$ cat src/rtl/mapa_pkg.sv
// Shared types for the occupancy-grid request scheduler.
//   TAM_DIST             : width of every position/distance field
//   LARG_ERROS           : width of the saturating timeout counter
//   leitura_t            : one sensor/pose reading (FIFO entry and request payload)
//   estado_escalonador_t : scheduler FSM states
package mapa_pkg;

  localparam int unsigned TAM_DIST   = 8;
  localparam int unsigned LARG_ERROS = 8;

  typedef struct packed {
    logic [TAM_DIST-1:0] x;
    logic [TAM_DIST-1:0] y;
    logic                direcao;
    logic [TAM_DIST-1:0] frente;
    logic [TAM_DIST-1:0] direita;
    logic [TAM_DIST-1:0] esquerda;
  } leitura_t;

  typedef enum logic [1:0] {
    IDLE           = 2'd0,
    AGUARDA_INICIO = 2'd1,
    AGUARDA_FIM    = 2'd2
  } estado_escalonador_t;

endpackage

$ cat src/rtl/fila_leituras.sv
// Synchronous FIFO of leitura_t readings.
//   clock, reset  : clock, synchronous active-high reset
//   push, pop     : write / read requests (ignored when full / empty)
//   dado_entrada  : entry written on push
//   dado_saida    : head entry (valid when not empty)
//   cheia, vazia  : full / empty flags decoded from the occupancy register
//   ocupacao      : number of stored entries
module fila_leituras
  import mapa_pkg::*;
#(
  parameter int unsigned PROFUNDIDADE = 4
) (
  input  logic                            clock,
  input  logic                            reset,
  input  logic                            push,
  input  logic                            pop,
  input  leitura_t                        dado_entrada,
  output leitura_t                        dado_saida,
  output logic                            cheia,
  output logic                            vazia,
  output logic [$clog2(PROFUNDIDADE):0]   ocupacao
);

  localparam int unsigned LARG_PTR  = $clog2(PROFUNDIDADE);
  localparam int unsigned LARG_OCUP = LARG_PTR + 1;

  leitura_t            mem [PROFUNDIDADE];
  logic [LARG_PTR-1:0] ptr_escrita;
  logic [LARG_PTR-1:0] ptr_leitura;
  logic                push_ef;
  logic                pop_ef;

  assign cheia      = (ocupacao == LARG_OCUP'(PROFUNDIDADE));
  assign vazia      = (ocupacao == '0);
  assign push_ef    = push && !cheia;
  assign pop_ef     = pop && !vazia;
  assign dado_saida = mem[ptr_leitura];

  // Pointers wrap naturally since the depth is a power of two.
  always_ff @(posedge clock) begin
    if (reset) begin
      ptr_escrita <= '0;
      ptr_leitura <= '0;
      ocupacao    <= '0;
    end else begin
      if (push_ef) ptr_escrita <= ptr_escrita + LARG_PTR'(1);
      if (pop_ef)  ptr_leitura <= ptr_leitura + LARG_PTR'(1);
      case ({push_ef, pop_ef})
        2'b10:   ocupacao <= ocupacao + LARG_OCUP'(1);
        2'b01:   ocupacao <= ocupacao - LARG_OCUP'(1);
        default: ocupacao <= ocupacao;
      endcase
    end
  end

  // Storage needs no reset; only entries behind valid pointers are read.
  always_ff @(posedge clock) begin
    if (!reset && push_ef) mem[ptr_escrita] <= dado_entrada;
  end

endmodule

$ cat src/rtl/escalonador_mapa.sv
// Scheduler that buffers readings and issues them one at a time to the
// occupancy-grid builder, with a watchdog on each handshake wait.
//   clock, reset          : clock, synchronous active-high reset
//   leituraValida/Pronta  : producer handshake (Pronta = FIFO not full)
//   posX..dEsquerda       : reading captured on push
//   operacaoFinalizada    : builder idle/done flag
//   novoDado              : one-cycle request pulse
//   mapa*                 : request fields, change only on a pop
//   ocupado               : FSM not idle
//   ocupacaoFila          : FIFO occupancy
//   erroTimeout           : one-cycle pulse on watchdog expiry
//   contErros             : saturating count of timeouts
module escalonador_mapa
  import mapa_pkg::*;
#(
  parameter int unsigned tamanhoDistancia = TAM_DIST,
  parameter int unsigned ProfundidadeFila = 4,
  parameter int unsigned LimiteEspera     = 1024
) (
  input  logic                              clock,
  input  logic                              reset,
  input  logic                              leituraValida,
  output logic                              leituraPronta,
  input  logic [tamanhoDistancia-1:0]       posX,
  input  logic [tamanhoDistancia-1:0]       posY,
  input  logic                              direcao,
  input  logic [tamanhoDistancia-1:0]       dFrente,
  input  logic [tamanhoDistancia-1:0]       dDireita,
  input  logic [tamanhoDistancia-1:0]       dEsquerda,
  input  logic                              operacaoFinalizada,
  output logic                              novoDado,
  output logic [tamanhoDistancia-1:0]       mapaPosX,
  output logic [tamanhoDistancia-1:0]       mapaPosY,
  output logic                              mapaDirecao,
  output logic [tamanhoDistancia-1:0]       mapaFrente,
  output logic [tamanhoDistancia-1:0]       mapaDireita,
  output logic [tamanhoDistancia-1:0]       mapaEsquerda,
  output logic                              ocupado,
  output logic [$clog2(ProfundidadeFila):0] ocupacaoFila,
  output logic                              erroTimeout,
  output logic [LARG_ERROS-1:0]             contErros
);

  localparam int unsigned LARG_WD = $clog2(LimiteEspera);

  estado_escalonador_t  estado, estado_prox;
  logic [LARG_WD-1:0]   wd, wd_prox;
  logic [LARG_ERROS-1:0] erros_prox;
  logic                 novo_prox;
  logic                 erro_prox;
  logic                 pop;
  logic                 expirou;
  logic                 cheia;
  logic                 vazia;
  leitura_t             entrada;
  leitura_t             cabeca;
  leitura_t             mapa_reg;

  assign entrada.x        = TAM_DIST'(posX);
  assign entrada.y        = TAM_DIST'(posY);
  assign entrada.direcao  = direcao;
  assign entrada.frente   = TAM_DIST'(dFrente);
  assign entrada.direita  = TAM_DIST'(dDireita);
  assign entrada.esquerda = TAM_DIST'(dEsquerda);

  assign leituraPronta = !cheia;

  fila_leituras #(
    .PROFUNDIDADE (ProfundidadeFila)
  ) u_fila (
    .clock        (clock),
    .reset        (reset),
    .push         (leituraValida),
    .pop          (pop),
    .dado_entrada (entrada),
    .dado_saida   (cabeca),
    .cheia        (cheia),
    .vazia        (vazia),
    .ocupacao     (ocupacaoFila)
  );

  // Next state, pop strobe, watchdog and error counter.
  always_comb begin
    estado_prox = estado;
    wd_prox     = wd;
    erros_prox  = contErros;
    novo_prox   = 1'b0;
    erro_prox   = 1'b0;
    pop         = 1'b0;
    // wd holds the cycles already spent in the wait state, so this is the
    // cycle where the count reaches LimiteEspera.
    expirou     = (wd == LARG_WD'(LimiteEspera - 1));

    case (estado)
      IDLE: begin
        if (!vazia && operacaoFinalizada) begin
          pop         = 1'b1;
          novo_prox   = 1'b1;
          wd_prox     = '0;
          estado_prox = AGUARDA_INICIO;
        end
      end
      AGUARDA_INICIO, AGUARDA_FIM: begin
        wd_prox = wd + LARG_WD'(1);
        if (expirou) begin
          erro_prox   = 1'b1;
          wd_prox     = '0;
          estado_prox = IDLE;
          if (contErros != '1) erros_prox = contErros + LARG_ERROS'(1);
        end else if (estado == AGUARDA_INICIO && !operacaoFinalizada) begin
          wd_prox     = '0;
          estado_prox = AGUARDA_FIM;
        end else if (estado == AGUARDA_FIM && operacaoFinalizada) begin
          estado_prox = IDLE;
        end
      end
      default: estado_prox = IDLE;
    endcase
  end

  // State and registered outputs.
  always_ff @(posedge clock) begin
    if (reset) begin
      estado      <= IDLE;
      wd          <= '0;
      contErros   <= '0;
      novoDado    <= 1'b0;
      erroTimeout <= 1'b0;
      ocupado     <= 1'b0;
      mapa_reg    <= '0;
    end else begin
      estado      <= estado_prox;
      wd          <= wd_prox;
      contErros   <= erros_prox;
      novoDado    <= novo_prox;
      erroTimeout <= erro_prox;
      ocupado     <= (estado_prox != IDLE);
      if (pop) mapa_reg <= cabeca;
    end
  end

  assign mapaPosX     = tamanhoDistancia'(mapa_reg.x);
  assign mapaPosY     = tamanhoDistancia'(mapa_reg.y);
  assign mapaDirecao  = mapa_reg.direcao;
  assign mapaFrente   = tamanhoDistancia'(mapa_reg.frente);
  assign mapaDireita  = tamanhoDistancia'(mapa_reg.direita);
  assign mapaEsquerda = tamanhoDistancia'(mapa_reg.esquerda);

endmodule

$ cat config.mk
export PLATFORM = sky130hd
export DESIGN_NAME = escalonador_mapa
export DESIGN_NICKNAME = d
export VERILOG_FILES = /design/src/rtl/mapa_pkg.sv /design/src/rtl/fila_leituras.sv /design/src/rtl/escalonador_mapa.sv
export SDC_FILE = /design/constraint.sdc
export NUM_CORES = 1
export LEC_CHECK = 0
export CORE_MARGIN = 4
export CORE_UTILIZATION = 56
export CTS_BUF_LIST = sky130_fd_sc_hd__clkbuf_16
export CTS_CLUSTER_SIZE = 40
export DETAILED_ROUTE_END_ITERATION = 6
export GPL_TIMING_DRIVEN = 0
export PLACE_DENSITY_LB_ADDON = 0.2
export SYNTH_ARGS = -nofsm -noshare
export SYNTH_HDL_FRONTEND = slang
export SYNTH_SLANG_ARGS = --single-unit
$ cat constraint.sdc
create_clock -name clock -period 3.6 [get_ports clock]
set_clock_uncertainty 0.2 [all_clocks]
set_input_delay 0.54 -clock clock [delete_from_list [all_inputs] [get_ports clock]]
set_output_delay 0.54 -clock clock [all_outputs]
set_load 0.02 [all_outputs]
==> After elaboration in Yosys (flattened, before gate mapping) <==
Memories as Yosys holds them, arrays and structs flattened. A register that Yosys moved wholly into a read port is not among the register bits.
Index checks and enable logic that the tools add are counted.
{ "totals": {"ff_bits": 30, "ramBits": 164, "in_bits": 45, "memories": 1, "out_inout_bits": 56} }
{ "mem_list": {"columns": ["memory", "words", "width", "rd", "rd_clocked_by_memory_dff", "write_ports", "line_no", "rtl"], "rows": [
  ["u_fila.mem", 4, 41, 1, 1, 1, "fila_leituras.sv:27", "leitura_t mem [PROFUNDIDADE];"]
]} }
{ "op_classes": {"bitwise": 1, "addsub": 6, "n_reduce_logical": 19, "eq_ne": 8, "n_mux": 15} }
{ "ops": {"columns": ["operator", "count"], "rows": [
  ["two-way mux 10 bit", 3],
  ["case mux 10 bit (2 select lines)", 1],
  ["adder 10 x 1 -> 10 bit (second input constant)", 1],
  ["equality test 10 bit (second input constant)", 1],
  ["adder 8 x 1 -> 8 bit (second input constant)", 1],
  ["two-way mux 2 bit", 4],
  ["!= test 8 bit (second input constant)", 1],
  ["logical AND 1 bit", 6],
  ["case mux 3 bit (2 select lines)", 1],
  ["nonzero test 2 bit", 3],
  ["two-way mux 1 bit", 5],
  ["adder 2 x 1 -> 2 bit (second input constant)", 2],
  ["equality test 2 x 1 -> 1 bit (second input constant)", 2],
  ["equality test 2 bit (second input constant)", 2],
  ["zero test 1 bit", 4],
  ["case mux 2 bit (2 select lines)", 1],
  ["OR reduction 2 bit", 2],
  ["adder 3 x 1 -> 3 bit (second input constant)", 1],
  ["equality test 3 bit (second input constant)", 1],
  ["zero test 3 bit", 1],
  ["AND reduction 3 bit", 1],
  ["subtractor 3 x 1 -> 3 bit (second input constant)", 1],
  ["zero test 2 bit", 1],
  ["!= test 2 bit (second input constant)", 1],
  ["2 further kinds", 2]
]} }

==> Depth between registers and ports, before layout <==
{ "logic_depth": {"depth_word": 8, "depth_mapped": 12} }

==> By module <==
From an unflattened synthesis, not the netlist that was laid out.
{ "hier_totals": {"hier_cells": 581, "area_unflattened_um2": 9077.5} }
{ "modules_own_cells": {"columns": ["mod", "cells_per_inst", "instances", "area_per_inst_um2"], "rows": [
  ["fila_leituras", 269, 1, 6453.7],
  ["escalonador_mapa", 312, 1, 2623.8]
]} }

==> Least setup slack after synthesis <==
OpenSTA, ideal clock, no wires.
{ "synth_timing": {"kind": "register to register", "start": "register estado[1]", "end": "register u_fila.ocupacao[2]", "path_stages_with_launch": 13, "synth_period_minus_slack_ns": 2.936, "path_buffers": 2, "required_time_ns": 3.330, "setup_slack_ns": 0.664, "arrival_ns": 2.666, "setup_ns": 0.070, "cell_sequence": "dfxtp_1 inv_1 ha_1 o311ai_1 inv_1 clkbuf_1 clkbuf_1 ha_1 inv_1 fa_1 xor2_1 or3_1 a21oi_1"} }
{ "synth_via": {"elab_chain_len": 5} }
{ "synth_rtl": {"columns": ["element", "line_no", "rtl"], "rows": [
  ["from (decl)", "escalonador_mapa.sv:46", "estado_escalonador_t estado, estado_prox;"],
  ["from (signal assigned)", "escalonador_mapa.sv:132", "estado <= estado_prox;"],
  ["zero test 2 bit (*)", "escalonador_mapa.sv:94", "case (estado)"],
  ["two-way mux 1 bit (*)", "escalonador_mapa.sv:94", null],
  ["logical AND 1 bit (*)", "fila_leituras.sv:36", "assign pop_ef = pop && !vazia;"],
  ["named net u_fila.pop_ef", "fila_leituras.sv:31", "logic pop_ef;"],
  ["equality test 2 x 1 -> 1 bit / equality test 2 bit (equally long branches)", "fila_leituras.sv:48", "case ({push_ef, pop_ef})"],
  ["case mux 3 bit (2 select lines) / nonzero test 2 bit (equally long branches)", null, null],
  ["to (signal assigned)", "fila_leituras.sv:49", "2'b10: ocupacao <= ocupacao + LARG_OCUP'(1);"],
  ["to (signal assigned)", "fila_leituras.sv:50", "2'b01: ocupacao <= ocupacao - LARG_OCUP'(1);"],
  ["to (signal assigned)", "fila_leituras.sv:51", "default: ocupacao <= ocupacao;"],
  ["to (decl)", "fila_leituras.sv:21", "output logic [$clog2(PROFUNDIDADE):0] ocupacao"]
]} }
The timed path passes the listed nets; every way through them passes the cells marked *.
A chain may end at the register's enable or synchronous reset.

==> Final worst setup path <==
Ends and elaborated chain as after synthesis.

==> flow_summary.json <==
{
  "status": "completed",
  "setup_viol": 0,
  "maxSlewViolCount": 0,
  "root_buffer": "clkbuf_16",
  "cts_setup_buffers": 0,
  "grt_pass1_wl_um": 28200,
  "clkSinkCount": 235,
  "clkTransAtPathRegs_ns": 0.06,
  "p_leak_nw": 3.57,
  "drtIter0Drc": 284,
  "grt_pass1_vias": 5372,
  "seqPwrFrac": 0.445,
  "avgSynthCellArea_sq_um": 15.4,
  "dp_cells": 888,
  "swShare": 0.280,
  "finalNonFillerCells": 931,
  "power.switching_mw": 2.08,
  "seq_area_frac_synth": 0.718,
  "period_share": 0.933,
  "p_int_mw": 5.34,
  "wl_per_cell_um": 18.9,
  "cts_buffers": 24,
  "core_area_sq_mm": 0.0153,
  "dpl.hpwl_um": 11200,
  "io_pins": 101,
  "routabilityCongestion": 0.813,
  "first_pass_iters": 4,
  "layout-drive-gt1-share": 0.133,
  "ys_ff_latch": 235,
  "initial_utilization": 0.577,
  "cp.required_ns": 3.82,
  "clockBufferDepth": 3,
  "maxCapViolations": 0,
  "power.density_mw_per_mm2": 678,
  "rsz0062_at_grt": "false",
  "cp_max_fo": 12,
  "multi_input_area_sq_mm": 0.00232,
  "grt_max_degree": 26,
  "ys_async_sr_fraction": 0,
  "min_period_ns": 3.36,
  "placed_area_sq_mm": 0.0102,
  "die_w_um": 134,
  "antenna_found_initial": 0,
  "final-seq-area_sq_mm": 0.00635,
  "worst_ep_arrival_time_ns": 3.58,
  "vias": 5107,
  "hold_buffers": 0,
  "use_met1": 0.263,
  "tns_ns": 0,
  "cts_resized": 1,
  "clkPwrFrac": 0.313,
  "area_growth_pct": 23.7,
  "ys.warnings.count": 0,
  "synthCells": 573,
  "grt_use_total": 0.201,
  "tightest_slew_ns": 0.687,
  "cts_tree": "done",
  "fillers": 1026,
  "synthFlopType": "edfxtp_1",
  "grt_use_met2": 0.344,
  "die_area_sq_mm": 0.0179,
  "synth_area_sq_mm": 0.00884,
  "end_kind": "register",
  "grtUsageMet3": 0.0408,
  "drc_errors": 0,
  "peakVddDrop_uv": 553,
  "critPathKind": "reg2reg",
  "nNetsFinal": 759,
  "combinationalPowerShare": 0.242,
  "top_usage_layer": "met2",
  "startpoint_type": "register",
  "dp_slack_ns": -0.436,
  "fmax_ghz": 0.298,
  "rows": 45,
  "vias_per_cell": 5.49,
  "yosysUniqueCellTypes": 39,
  "syn-num-nets": 630,
  "drtAntennaViolNets": 0,
  "fin_ws_ns": 0.242,
  "slew-limit-headroom": 0.535,
  "hold_viol": 0,
  "min_path_type": "reg2reg",
  "gr-total-overflow": 0,
  "synth_enable_flop_cells": 164,
  "stdcell_area_sq_mm": 0.0109,
  "port-buffer-count": 100,
  "postRouteWirelength_um": 17600,
  "diodes": 0,
  "htree_num_levels": 1,
  "die_y_um": 134,
  "clkLatencyLatePin_ns": 0.50
}
cell type report:
| type | count | area share |
|---|---|---|
| Buffer | 29 | 0.0114 |
| Clock buffer | 26 | 0.0595 |
| Inverter | 13 | 0.00446 |
| Timing Repair Buffer | 104 | 0.0988 |
| Tap cell | 211 | 0.0241 |
| Sequential cell | 235 | 0.580 |
| Clock inverter | 18 | 0.00926 |
| Multi-Input combinational cell | 295 | 0.212 |
cell families (layout without fill, tap and decap cells):
group                      count (synthesis)  count (layout)  synth area share
DFF                                      235             235             0.718
and+or+nand+nor                          151             151            0.0740
AOI/OAI and AO/OA                         75              75            0.0497
muxes                                     43              43             0.107
buffers and inverters                     43             190            0.0200
xor gates and xnor gates                  14              14            0.0139
adders and majority gates                 12              12            0.0178
synth_stat cells (2+ instances only):
cell type,number,share of area
edfxtp_1,164,0.56
nand2_1,96,0.041
dfxtp_1,71,0.16
a21oi_1,51,0.029
mux4_2,41,0.10
nor2_1,22,0.0093
clkbuf_1,16,0.0068
inv_1,13,0.0055
ha_1,11,0.016
xnor2_1,8,0.0079
buf_1,7,0.0030
nand3_1,7,0.0040
buf_2,6,0.0034
xor2_1,6,0.0059
o31ai_1,5,0.0042
or3_1,5,0.0035
a2111oi_0,4,0.0040
and2_1,4,0.0028
o21ai_0,4,0.0023
nor2b_1,3,0.0021
or2_2,3,0.0021
a211oi_1,2,0.0017
a21o_1,2,0.0017
mux2_2,2,0.0025
nand2b_1,2,0.0014
nor3_1,2,0.0011
o2111ai_1,2,0.0020
o311ai_0,2,0.0020
or4_1,2,0.0017
worst max-delay path, cell delays in order, from the launching register on:
cell and delay, ns:
dfxtp_1 0.34, inv_1 0.11, ha_1 0.29, o311ai_1 0.26, inv_1 0.42, clkbuf_2 0.36, ha_1 0.23, inv_1 0.06
fa_1 0.37, xor2_1 0.16, or3_1 0.32, a21oi_1 0.16
power groups by stage:
| stage | sequential, mW | combinational, mW | clock (mW) |
|---|---|---|---|
| after global routing | 3.33 | 1.96 | 2.49 |
| after CTS | 3.30 | 1.83 | 2.37 |
| final | 3.30 | 1.80 | 2.32 |
| after detailed placement | 3.36 | 1.82 | 0 |
| after floorplan | 3.50 | 0.981 | 0 |
| after global placement | 3.35 | 1.75 | 0 |
worst paths after layout:
path / end / cells past startpoint / start / slack [ns]
max: u_fila.ocupacao[2]$_SDFFE_PP0P_ / 11 / estado[1]$_SDFF_PP0_ / 0.24
min: mapaDireita[7]$_SDFFE_PP0N_ / 2 / mapaDireita[7]$_SDFFE_PP0N_ / 0.26
max reg2reg: u_fila.ocupacao[2]$_SDFFE_PP0P_ / 11 / estado[1]$_SDFF_PP0_ / 0.24
min reg2reg: mapaDireita[7]$_SDFFE_PP0N_ / 2 / mapaDireita[7]$_SDFFE_PP0N_ / 0.26
routing by layer:
layer  vias to the layer above  wire [um]  share of wire
met5                         -          0              0
met4                         0        324          0.018
met3                        28        908          0.052
met2                       141       8900           0.51
met1                      2535       7460           0.42
li1                       2403          -              -
metrics by stage:
stage	hold slack, ns	util	power [mW]
finish	0.255	0.714	7.42
floorplan	0.269	-	4.48
global placement	0.244	0.660	5.10
CTS	0.256	0.715	7.50
global route	0.271	0.714	7.78
detailed placement	0.247	0.666	5.17
sequential cells by signal (all words and copies together) (netlist names):
signal,cells
ocupado,1
mapaDireita,8
wd,10
u_fila.ptr_leitura,2
mapaDirecao,1
mapaFrente,8
u_fila.mem,164
mapaPosY,8
novoDado,1
contErros,8
erroTimeout,1
estado,2
u_fila.ptr_escrita,2
mapaPosX,8
u_fila.ocupacao,3
mapaEsquerda,8
layout by cell type, fill, tap and decap left out, drive strengths merged, types with 6 or more instances in the layout:
cell,instances
a21oi,51
buf,18
clkbuf,41
clkdlybuf4s50,100
clkinv,9
dfxtp,71
edfxtp,164
ha,11
inv,21
mux4,41
nand2,96
nand3,8
nor2,22
or3,6
xnor2,8
xor2,6
No activity file was read; power rests on OpenSTA's default activity.
